==> config.mk <==
export PLATFORM = sky130hd
export DESIGN_NAME = dmem_arbiter_flat
export DESIGN_NICKNAME = d
export VERILOG_FILES = /design/src/rtl/dmem_pkg.sv /design/src/rtl/dmem_arbiter_if.sv /design/src/rtl/rr_arb2.sv /design/src/rtl/dmem_arbiter.sv /design/src/flat_wrapper.sv
export SDC_FILE = /design/constraint.sdc
export NUM_CORES = 1
export LEC_CHECK = 0
export ABC_AREA = 1
export BUFFER_PORTS_ARGS = -buffer_cell sky130_fd_sc_hd__buf_2
export CAP_MARGIN = 10
export CORE_MARGIN = 3
export CORE_UTILIZATION = 42
export CTS_CLUSTER_SIZE = 25
export DETAILED_ROUTE_END_ITERATION = 6
export GPL_ROUTABILITY_DRIVEN = 0
export PLACE_DENSITY = 0.89
export SLEW_MARGIN = 15
export SYNTH_ARGS = -nofsm -noshare
export SYNTH_HDL_FRONTEND = slang
export SYNTH_SLANG_ARGS = --single-unit
==> constraint.sdc <==
create_clock -name clk -period 1.81 [get_ports clk]
set_input_delay 0.4525 -clock clk [delete_from_list [all_inputs] [get_ports clk]]
set_output_delay 0.4525 -clock clk [all_outputs]
set_load 0.03 [all_outputs]
==> src/rtl/dmem_pkg.sv <==
// dmem_pkg: shared state type, port indices and default memory size for dmem_arbiter
package dmem_pkg;
   typedef enum logic [1:0] {IDLE, ACCESS, RESP} state_t;
   localparam logic PORT_CPU = 1'b0;
   localparam logic PORT_DMA = 1'b1;
   localparam int MEM_BYTES_DEF = 65536;
endpackage

==> src/rtl/dmem_arbiter_if.sv <==
// dmem_arbiter_if: two requester ports plus the single-port memory bus
interface dmem_arbiter_if #(
   parameter int ADDR_W = 32,
   parameter int DATA_W = 32
);
   logic              p0_req, p0_we, p0_ack, p0_err;
   logic [ADDR_W-1:0] p0_addr;
   logic [DATA_W-1:0] p0_wdata, p0_rdata;
   logic              p1_req, p1_we, p1_ack, p1_err;
   logic [ADDR_W-1:0] p1_addr;
   logic [DATA_W-1:0] p1_wdata, p1_rdata;
   logic              mem_read, mem_write;
   logic [ADDR_W-1:0] mem_addr;
   logic [DATA_W-1:0] mem_wdata, mem_rdata;
   modport slave (
      input  p0_req, p0_we, p0_addr, p0_wdata, p1_req, p1_we, p1_addr, p1_wdata, mem_rdata,
      output p0_ack, p0_err, p0_rdata, p1_ack, p1_err, p1_rdata, mem_read, mem_write, mem_addr, mem_wdata
   );
   modport master (
      output p0_req, p0_we, p0_addr, p0_wdata, p1_req, p1_we, p1_addr, p1_wdata, mem_rdata,
      input  p0_ack, p0_err, p0_rdata, p1_ack, p1_err, p1_rdata, mem_read, mem_write, mem_addr, mem_wdata
   );
endinterface

==> src/rtl/rr_arb2.sv <==
// rr_arb2: two-request round-robin picker; mask removes requesters from contention
module rr_arb2 (
   input  logic       clk,
   input  logic       rst_n,
   input  logic [1:0] req,
   input  logic [1:0] mask,
   input  logic       take,
   output logic       valid,
   output logic       idx
);
   logic       last;
   logic [1:0] r;
   assign r     = req & ~mask;
   assign valid = |r;
   assign idx   = &r ? ~last : r[1];
   always_ff @(posedge clk or negedge rst_n)
      if (!rst_n) last <= 1'b1;
      else if (take && valid) last <= idx;
endmodule

==> src/rtl/dmem_arbiter.sv <==
// dmem_arbiter: round-robin sharing of a single-port data memory between CPU and DMA ports
module dmem_arbiter
   import dmem_pkg::*;
#(
   parameter int ADDR_W    = 32,
   parameter int DATA_W    = 32,
   parameter int MEM_BYTES = MEM_BYTES_DEF
) (
   input logic           clk,
   input logic           rst_n,
   dmem_arbiter_if.slave bus
);
   state_t            state, nxt;
   logic              owner, we_r, err_r;
   logic              take, valid, idx, load;
   logic [1:0]        mask;
   logic              sel_we, sel_err;
   logic [ADDR_W-1:0] sel_addr;
   logic [DATA_W-1:0] sel_wdata;
   logic              fin0, fin1;
   // in RESP the port just served is masked out so the other one gets the next slot
   assign mask = state == RESP ? (owner == PORT_DMA ? 2'b10 : 2'b01) : 2'b00;
   assign take = state != ACCESS;
   assign load = take && valid;
   rr_arb2 u_arb (
      .clk, .rst_n, .req({bus.p1_req, bus.p0_req}), .mask, .take, .valid, .idx
   );
   assign sel_we    = idx == PORT_DMA ? bus.p1_we    : bus.p0_we;
   assign sel_addr  = idx == PORT_DMA ? bus.p1_addr  : bus.p0_addr;
   assign sel_wdata = idx == PORT_DMA ? bus.p1_wdata : bus.p0_wdata;
   assign sel_err   = |sel_addr[1:0] || sel_addr >= ADDR_W'(MEM_BYTES);
   assign fin0      = state == ACCESS && owner == PORT_CPU;
   assign fin1      = state == ACCESS && owner == PORT_DMA;
   always_comb nxt = state == ACCESS ? RESP : load ? ACCESS : IDLE;
   always_ff @(posedge clk or negedge rst_n)
      if (!rst_n) state <= IDLE;
      else state <= nxt;
   // mem_* are loaded on the edge entering ACCESS and cleared on the edge leaving it
   always_ff @(posedge clk or negedge rst_n)
      if (!rst_n) begin
         owner         <= PORT_DMA;
         we_r          <= 1'b0;
         err_r         <= 1'b0;
         bus.mem_read  <= 1'b0;
         bus.mem_write <= 1'b0;
         bus.mem_addr  <= '0;
         bus.mem_wdata <= '0;
         bus.p0_ack    <= 1'b0;
         bus.p0_err    <= 1'b0;
         bus.p0_rdata  <= '0;
         bus.p1_ack    <= 1'b0;
         bus.p1_err    <= 1'b0;
         bus.p1_rdata  <= '0;
      end else begin
         bus.mem_read  <= load && !sel_err && !sel_we;
         bus.mem_write <= load && !sel_err && sel_we;
         bus.mem_addr  <= load && !sel_err ? sel_addr : '0;
         bus.mem_wdata <= load && !sel_err ? sel_wdata : '0;
         bus.p0_ack    <= fin0;
         bus.p0_err    <= fin0 && err_r;
         bus.p1_ack    <= fin1;
         bus.p1_err    <= fin1 && err_r;
         if (load) begin
            owner <= idx;
            we_r  <= sel_we;
            err_r <= sel_err;
         end
         if (fin0 && (err_r || !we_r)) bus.p0_rdata <= err_r ? '0 : bus.mem_rdata;
         if (fin1 && (err_r || !we_r)) bus.p1_rdata <= err_r ? '0 : bus.mem_rdata;
      end
endmodule

==> src/flat_wrapper.sv <==
// flat-port wrapper written by rule: the top's interface ports become plain ports
module dmem_arbiter_flat import dmem_pkg::*;
#(
   parameter int ADDR_W    = 32,
   parameter int DATA_W    = 32,
   parameter int MEM_BYTES = MEM_BYTES_DEF
)
  (clk, rst_n, bus_p0_req, bus_p0_we, bus_p0_addr, bus_p0_wdata, bus_p1_req, bus_p1_we, bus_p1_addr, bus_p1_wdata, bus_mem_rdata, bus_p0_ack, bus_p0_err, bus_p0_rdata, bus_p1_ack, bus_p1_err, bus_p1_rdata, bus_mem_read, bus_mem_write, bus_mem_addr, bus_mem_wdata);
  dmem_arbiter_if #(.ADDR_W(ADDR_W), .DATA_W(DATA_W)) bus_i ();
  input logic clk;
  input logic rst_n;
  input wire logic [$bits(bus_i.p0_req)-1:0] bus_p0_req;
  input wire logic [$bits(bus_i.p0_we)-1:0] bus_p0_we;
  input wire logic [$bits(bus_i.p0_addr)-1:0] bus_p0_addr;
  input wire logic [$bits(bus_i.p0_wdata)-1:0] bus_p0_wdata;
  input wire logic [$bits(bus_i.p1_req)-1:0] bus_p1_req;
  input wire logic [$bits(bus_i.p1_we)-1:0] bus_p1_we;
  input wire logic [$bits(bus_i.p1_addr)-1:0] bus_p1_addr;
  input wire logic [$bits(bus_i.p1_wdata)-1:0] bus_p1_wdata;
  input wire logic [$bits(bus_i.mem_rdata)-1:0] bus_mem_rdata;
  output wire logic [$bits(bus_i.p0_ack)-1:0] bus_p0_ack;
  output wire logic [$bits(bus_i.p0_err)-1:0] bus_p0_err;
  output wire logic [$bits(bus_i.p0_rdata)-1:0] bus_p0_rdata;
  output wire logic [$bits(bus_i.p1_ack)-1:0] bus_p1_ack;
  output wire logic [$bits(bus_i.p1_err)-1:0] bus_p1_err;
  output wire logic [$bits(bus_i.p1_rdata)-1:0] bus_p1_rdata;
  output wire logic [$bits(bus_i.mem_read)-1:0] bus_mem_read;
  output wire logic [$bits(bus_i.mem_write)-1:0] bus_mem_write;
  output wire logic [$bits(bus_i.mem_addr)-1:0] bus_mem_addr;
  output wire logic [$bits(bus_i.mem_wdata)-1:0] bus_mem_wdata;
  assign bus_i.p0_req = bus_p0_req;
  assign bus_i.p0_we = bus_p0_we;
  assign bus_i.p0_addr = bus_p0_addr;
  assign bus_i.p0_wdata = bus_p0_wdata;
  assign bus_i.p1_req = bus_p1_req;
  assign bus_i.p1_we = bus_p1_we;
  assign bus_i.p1_addr = bus_p1_addr;
  assign bus_i.p1_wdata = bus_p1_wdata;
  assign bus_i.mem_rdata = bus_mem_rdata;
  assign bus_p0_ack = bus_i.p0_ack;
  assign bus_p0_err = bus_i.p0_err;
  assign bus_p0_rdata = bus_i.p0_rdata;
  assign bus_p1_ack = bus_i.p1_ack;
  assign bus_p1_err = bus_i.p1_err;
  assign bus_p1_rdata = bus_i.p1_rdata;
  assign bus_mem_read = bus_i.mem_read;
  assign bus_mem_write = bus_i.mem_write;
  assign bus_mem_addr = bus_i.mem_addr;
  assign bus_mem_wdata = bus_i.mem_wdata;
  dmem_arbiter #(.ADDR_W(ADDR_W), .DATA_W(DATA_W), .MEM_BYTES(MEM_BYTES)) u_core (.clk(clk), .rst_n(rst_n), .bus(bus_i));
endmodule
==> qor.csv, run 1 <==
stage;metric;value;unit
clock_tree;clock sinks;139;
route;metal2 WL;9930;um
clock_tree;clk_lat worst skew;0.41;ns
worst_setup_path;kind of start point of the critical path;flip-flop;
route;final routed DRC violation total;0;
worst_setup_path;critical path arrival;2.25;ns
logic_synthesis;number of synthesized register bits;139;
floorplanning;Die Wd;126;um
logic_synthesis;cell with the most instances after synthesis;nand2_1;
route;final wirelength;18600;um
cells_and_area;Area Growth Syn to Fin;47.6;%
logic_synthesis;Commonest cells post-synth;nand2_1, dfrtp_1, inv_1;
worst_setup_path;crit end category;flip-flop;
clock_tree;CTS buffer count;17;
run_status;failing checks;negative setup slack;
logic_synthesis;register area share after synthesis;57.7;%
route;Met3 Wirelength;1640;um
floorplanning;Cell Rows;43;
clock_tree;Longest Clk Path Bufs;2;
sta;Tmin final;1.92;ns
worst_setup_path;reg-to-reg startpoint;u_core.u_arb.last$_DFFE_PN1P_;
cells_and_area;fraction of layout cells with a size suffix above 1;49.8;%
grt;number of global-route vias before repair;5390;
logic_synthesis;synthesized cell area;6030;um2
logic_synthesis;Synth top area share;57.3;%
power;PD cells;989;nW/um2
sta;RSZ-0062 raised after global routing;yes;
logic_synthesis;Warnings, synthesis;0;
route;final antenna-violating net count;0;
worst_hold_path;Hold Path Cell Cnt;5;
cells_and_area;cell area after layout;8900;um2
power;VDD IR-drop max;0.000526;V
sta;Final Setup Violations;78;
grt;largest net degree at the start of global routing;46;
clock_tree;CTS tree;built;
clock_tree;Root Driver;clkbuf_16;
worst_setup_path;reg-to-reg endpoint;u_core.bus.mem_wdata[11]$_DFF_PN0_;
cells_and_area;fill cell count;1118;
floorplanning;die area;15800;um2
worst_setup_path;Worst Path Class, Setup;reg -> reg;
cells_and_area;final net count;1117;
floorplanning;core area;13900;um2
logic_synthesis;Post-synth EDFFs;0;
route;Initial DRT Pass Iterations;4;
sta;Slew Viols, Final;0;
logic_synthesis;top post-synthesis cells by area;dfrtp_1, mux2_2, nand2_1;
sta;max frequency;520;MHz
placed_design;worst slack at placement;-0.209;ns
route;met1 WL;6560;um
sta;WHS;0.342;ns
logic_synthesis;ys flop type;dfrtp_1;
floorplanning;io pins;300;
grt;initial antenna violation count;0;
worst_setup_path;Crit path largest cell delay;0.58;ns
worst_setup_path;worst r2r path cells;10;
placed_design;Area after DPL;7990;um2
sta;Worst Skew;0.00607;ns
clock_tree;H-tree depth;4;
clock_tree;clock slew at reported path FFs;0.06;ns
grt;gr usage total;21.9;%
route;Top Layer Used;met4;
run_status;status;complete, but fails checks;
placed_design;placed cells;1101;
logic_synthesis;Netlist cell types;24;
route;post-DR wirelength/cell;16.2;um
sta;setup ws final;-0.111;ns
worst_setup_path;WP data required;2.13;ns
worst_setup_path;end point of the critical path;u_core.bus.mem_wdata[11]$_DFF_PN0_;
placed_design;Port Buf Inserts;299;
route;initial drt markers;150;
cells_and_area;Post-Layout Cell Count;1145;
sta;final period utilization;106;%
worst_setup_path;worst setup path startpoint;u_core.u_arb.last$_DFFE_PN1P_;
run;maxcap violations;0;
sta;Fin. Hold Viols;0;
floorplanning;Chip Height;126;um
grt;gr ovfl total;0;
worst_setup_path;Cell Chain, Critical Path;nand2_1 -> nand3_4 -> buf_6 -> nand2_2 -> nand2_1 -> nand2_1 -> nor2_2 -> nand3_4 -> buf_12 -> nor3_1;
logic_synthesis;Synth Instances;611;
route;Vias/cell;4.77;
placed_design;hpwl dp;13100;um
cells_and_area;FF/Latch Area;3480;um2
worst_setup_path;setup slack, reg-to-reg;-0.11;ns
logic_synthesis;cell taking the most area after synthesis;dfrtp_1;
worst_hold_path;Hold Crit Class;in -> reg;
worst_setup_path;slowest CP cell;dfstp_2;
worst_setup_path;worst-path fanout max;20;
cells_and_area;area of the multi-input gates;2290;um2
logic_synthesis;Synth Area per Inst;9.87;um2
worst_setup_path;most frequent cell on the critical path;nand2_1;
floorplanning;initial cell density of the core;43.3;%
route;Vias;5460;
grt;first-pass GRT wire length;27200;um
power;static leakage;5.32;nW
logic_synthesis;asr flop ratio synth;100;%
-- layout by cell type, fill, tap and decap left out, types with 2 or more instances in the layout --
cell / instances
clkinv_4: 2
inv_8: 4
nor3_1: 18
clkbuf_16: 21
buf_2: 298
buf_4: 18
nand2_1: 143
mux2_4: 4
o21ai_1: 2
nor3_2: 30
nand2_2: 2
dfrtp_1: 138
mux2_2: 58
clkinvlp_4: 3
clkinv_2: 2
inv_2: 4
o21ai_0: 3
nand3_4: 4
mux2_1: 2
nor2_2: 5
buf_6: 8
buf_12: 8
inv_6: 4
nand4_1: 11
mux2i_1: 14
a21oi_4: 2
inv_1: 91
conb_1: 18
nor2_1: 42
-- state kept, by name, indices dropped and copies added, names as in the netlist, 2 cells and up --
name / count
u_core.bus.mem_addr: 32
u_core.bus.mem_wdata: 32
u_core.bus.p0_rdata: 32
u_core.bus.p1_rdata: 32
u_core.state: 2
-- per-stage QoR --
step	utilization, %	total power [mW]	setup TNS, ns
2_1_floorplan	-	4.54	0
3_3_place_gp	57.3	5.31	-3.25
3_5_place_dp	57.3	5.35	-6.44
4_1_cts	61.7	8.63	-0.0958
5_1_grt	63.8	9.26	-14.84
6_report	63.9	8.80	-3.52
-- how the worst min path moves through the flow --
stage | startpoint | end | slack [ns]
after CTS | bus_p0_wdata[21] | u_core.bus.mem_wdata[21]$_DFF_PN0_ | 0.32
after global routing | bus_p0_wdata[7] | u_core.bus.mem_wdata[7]$_DFF_PN0_ | 0.35
after detailed placement | rst_n | u_core.bus.p0_rdata[6]$_DFFE_PN0P_ | 0.35
final | bus_p1_wdata[6] | u_core.bus.mem_wdata[6]$_DFF_PN0_ | 0.34
after global placement | rst_n | u_core.bus.p0_rdata[13]$_DFFE_PN0P_ | 0.35
after floorplan | rst_n | u_core.bus.mem_addr[0]$_DFF_PN0_ | 0.16
-- logic make-up after synthesis --
| group | Yosys count | synth area share, % |
|---|---|---|
| AND/OR/NAND/NOR | 258 | 18.7 |
| flip-flops | 139 | 57.7 |
| buffers and inverters | 128 | 8.59 |
| multiplexers | 78 | 14.3 |
| other | 1 | 0.0622 |
| AO/OA/AOI/OAI | 7 | 0.706 |
-- repair_timing --
action | CTS | global route
pin swaps | 1 | 0
hold buffers | 1 | 0
gates resized for setup | 7 | 35
endpoints found under the setup margin | 60 | 113
setup buffers | 2 | 0
endpoints found under the hold margin | 27 | 0
gates cloned | 0 | 8
-- where the power goes --
part | leakage [nW] | total [mW] | switching [mW] | internal, mW
Combinational | 3.17 | 2.28 | 1.32 | 0.964
Sequential | 1.88 | 3.28 | 0.0709 | 3.21
Clock | 0.268 | 3.24 | 1.44 | 1.80
-- critical path, delay by kind of cell (launching register included) --
| family | cells | cell delay (ns) |
|---|---|---|
| flip-flops | 1 | 0.58 |
| buffers and inverters | 2 | 0.35 |
| AND/OR/NAND/NOR | 8 | 0.91 |
-- layout make-up --
class | count | share of cell area [%]
Timing Repair Buffer | 337 | 22.3
Inverter | 95 | 4.01
Antenna cell | 1 | 0.0281
Sequential cell | 139 | 39.1
Clock inverter | 15 | 1.46
Tap cell | 180 | 2.53
Clock buffer | 17 | 4.78
Multi-Input combinational cell | 361 | 25.7
-- routing by layer --
layer / track usage [%] / up-vias
li1: - / 2564
met1: 24.2 / 2584
met2: 39.6 / 272
met3: 7.29 / 40
met4: 7.19 / 0
met5: 0 / -
Power figures use the tool's default switching activity.
==> run 2, diff against run 1 <==
Settings changed: CORE_ASPECT_RATIO set to 2.
==> run 2 against run 1 <==
The run still ends with negative setup slack left. Cell count increased by 0.44%. First-iteration DRC count increased by 28%. Register-to-register slack about the same. Sequential power about the same. Flip-flop and latch count unchanged. Worst hold slack improved by 0.010 ns. Clock power increased by 2%. Largest power group is now clock.
==> qor.csv, run 2 (synthesis gave the netlist of run 1 again) <==
stage;metric;value;unit
clock_tree;CTS tree;built;
worst_setup_path;Crit path max-delay family;simple AND/OR/NAND/NOR gates;
route;final routed DRC violation total;0;
cells_and_area;commonest non-fill, non-tap cell in the layout;buf_2;
route;Vias/cell;4.59;
cells_and_area;diode count;0;
worst_setup_path;critical path arrival;2.25;ns
cells_and_area;Post-Layout Cell Count;1150;
worst_hold_path;Hold Crit Class;in -> reg;
route;final wirelength;17400;um
power;VDD IR-drop max;0.000650;V
clock_tree;Root Driver;clkbuf_16;
clock_tree;clock slew at reported path FFs;0.07;ns
route;post-DR wirelength/cell;15.1;um
run;maxcap violations;0;
route;Initial DRT Pass Iterations;4;
clock_tree;CTS buffer count;17;
worst_setup_path;worst-path fanout max;19;
sta;Worst Skew;0.0128;ns
sta;RSZ-0062 raised after global routing;yes;
floorplanning;core area;14000;um2
grt;number of global-route vias before repair;5388;
grt;initial antenna violation count;0;
worst_setup_path;setup slack, reg-to-reg;-0.12;ns
sta;WHS;0.352;ns
cells_and_area;most frequent cells in the layout;buf_2, nand2_1, dfrtp_1;
grt;gr ovfl total;0;
sta;max frequency;519;MHz
grt;first-pass GRT wire length;26900;um
grt;largest net degree at the start of global routing;42;
sta;Fin. Hold Viols;0;
cells_and_area;fraction of layout cells with a size suffix above 1;49.7;%
worst_setup_path;kind of start point of the critical path;flip-flop;
grt;gr usage total;21.6;%
route;initial drt markers;192;
placed_design;hpwl dp;13000;um
sta;final period utilization;106;%
worst_setup_path;slowest CP cell;dfstp_2;
clock_tree;clk_lat worst skew;0.41;ns
worst_setup_path;Crit path largest cell delay;0.58;ns
sta;Slew Viols, Final;0;
floorplanning;Cell Rows;61;
cells_and_area;final net count;1114;
sta;Post-Route Setup TNS;-3.93;ns
sta;setup ws final;-0.117;ns
clock_tree;Longest Clk Path Bufs;2;
power;static leakage;5.35;nW
power;PD cells;982;nW/um2
sta;Final Setup Violations;73;
route;Vias;5274;
clock_tree;H-tree depth;4;
worst_setup_path;crit end category;flip-flop;
route;final antenna-violating net count;0;
sta;Tmin final;1.93;ns
floorplanning;Die Wd;90.7;um
power;total power;8.78;mW
run_status;status;complete, but fails checks;
worst_setup_path;Cell Chain, Critical Path;nand2_2 -> nand3_4 -> buf_6 -> inv_2 -> nand2_1 -> nand2_1 -> nor2_2 -> nand3_4 -> bufbuf_16 -> nor3_1;
floorplanning;Chip Height;175;um
run_status;failing checks;negative setup slack;
clock_tree;clock sinks;139;
worst_setup_path;Crit path buffers/inverters;3;
floorplanning;initial cell density of the core;43.2;%
placed_design;Port Buf Inserts;299;
placed_design;placed cells;1109;
worst_setup_path;Worst Path Class, Setup;reg -> reg;
cells_and_area;Area Growth Syn to Fin;48.2;%
floorplanning;io pins;300;
worst_setup_path;WP data required;2.14;ns
floorplanning;die area;15900;um2
==> run 2: worst paths after layout <==
| kind | start | to | cells past startpoint |
|---|---|---|---|
| max | u_core.u_arb.last$_DFFE_PN1P_ | u_core.bus.mem_wdata[13]$_DFF_PN0_ | 10 |
| min | bus_p0_wdata[21] | u_core.bus.mem_wdata[21]$_DFF_PN0_ | 5 |
| max reg2reg | u_core.u_arb.last$_DFFE_PN1P_ | u_core.bus.mem_wdata[13]$_DFF_PN0_ | 10 |
| min reg2reg | u_core.bus.p1_rdata[0]$_DFFE_PN0P_ | u_core.bus.p1_rdata[0]$_DFFE_PN0P_ | 1 |
| max in group asynchronous | rst_n | u_core.u_arb.last$_DFFE_PN1P_ | 3 |
| min in group asynchronous | rst_n | u_core.bus.p1_rdata[15]$_DFFE_PN0P_ | 2 |
==> run 2: area by class of cell <==
| type | count | area [um2] |
|---|---|---|
| Inverter | 95 | 357 |
| Sequential cell | 139 | 3480 |
| Multi-Input combinational cell | 361 | 2320 |
| Timing Repair Buffer | 334 | 1970 |
| Tap cell | 189 | 236 |
| Clock buffer | 17 | 425 |
| Fill cell | 1114 | 5030 |
| Clock inverter | 15 | 145 |
==> run 2: worst reg2reg max path, delay by kind of cell (launching register included) <==
kind          cells  cell delay (ns)
buf+inv           3             0.50
flops             1             0.58
simple gates      7             0.78
==> run 2: what timing repair did <==
action                                  in CTS  in global routing
buffers inserted                             4                  1
cloned                                       2                  1
gates resized for setup                     26                 23
hold buffers                                 1                  0
endpoints found under the hold margin       35                  0
pin swaps                                    1                  4
endpoints found under the setup margin      49                113
==> run 2: routing by layer <==
layer	vias to the layer above	global-route usage, %	routed length, um
li1	2564	-	-
met5	-	0	0
met3	31	4.07	866
met1	2481	22.4	5980
met4	0	8.57	437
met2	198	41.9	10100
==> run 2: stage by stage <==
step	instance area [um2]	setup slack (ns)	util, %
floorplan	6090	0.0540	-
global placement	8000	-0.0257	57.3
detailed placement	8000	-0.111	57.3
CTS	8800	-0.0995	63.0
global route	8940	-0.246	64.0
finish	8940	-0.117	64.0
==> run 2: power breakdown <==
| group | internal, mW | switching (mW) |
|---|---|---|
| clock | 1.83 | 1.48 |
| combinational | 0.926 | 1.26 |
| sequential | 3.21 | 0.0738 |
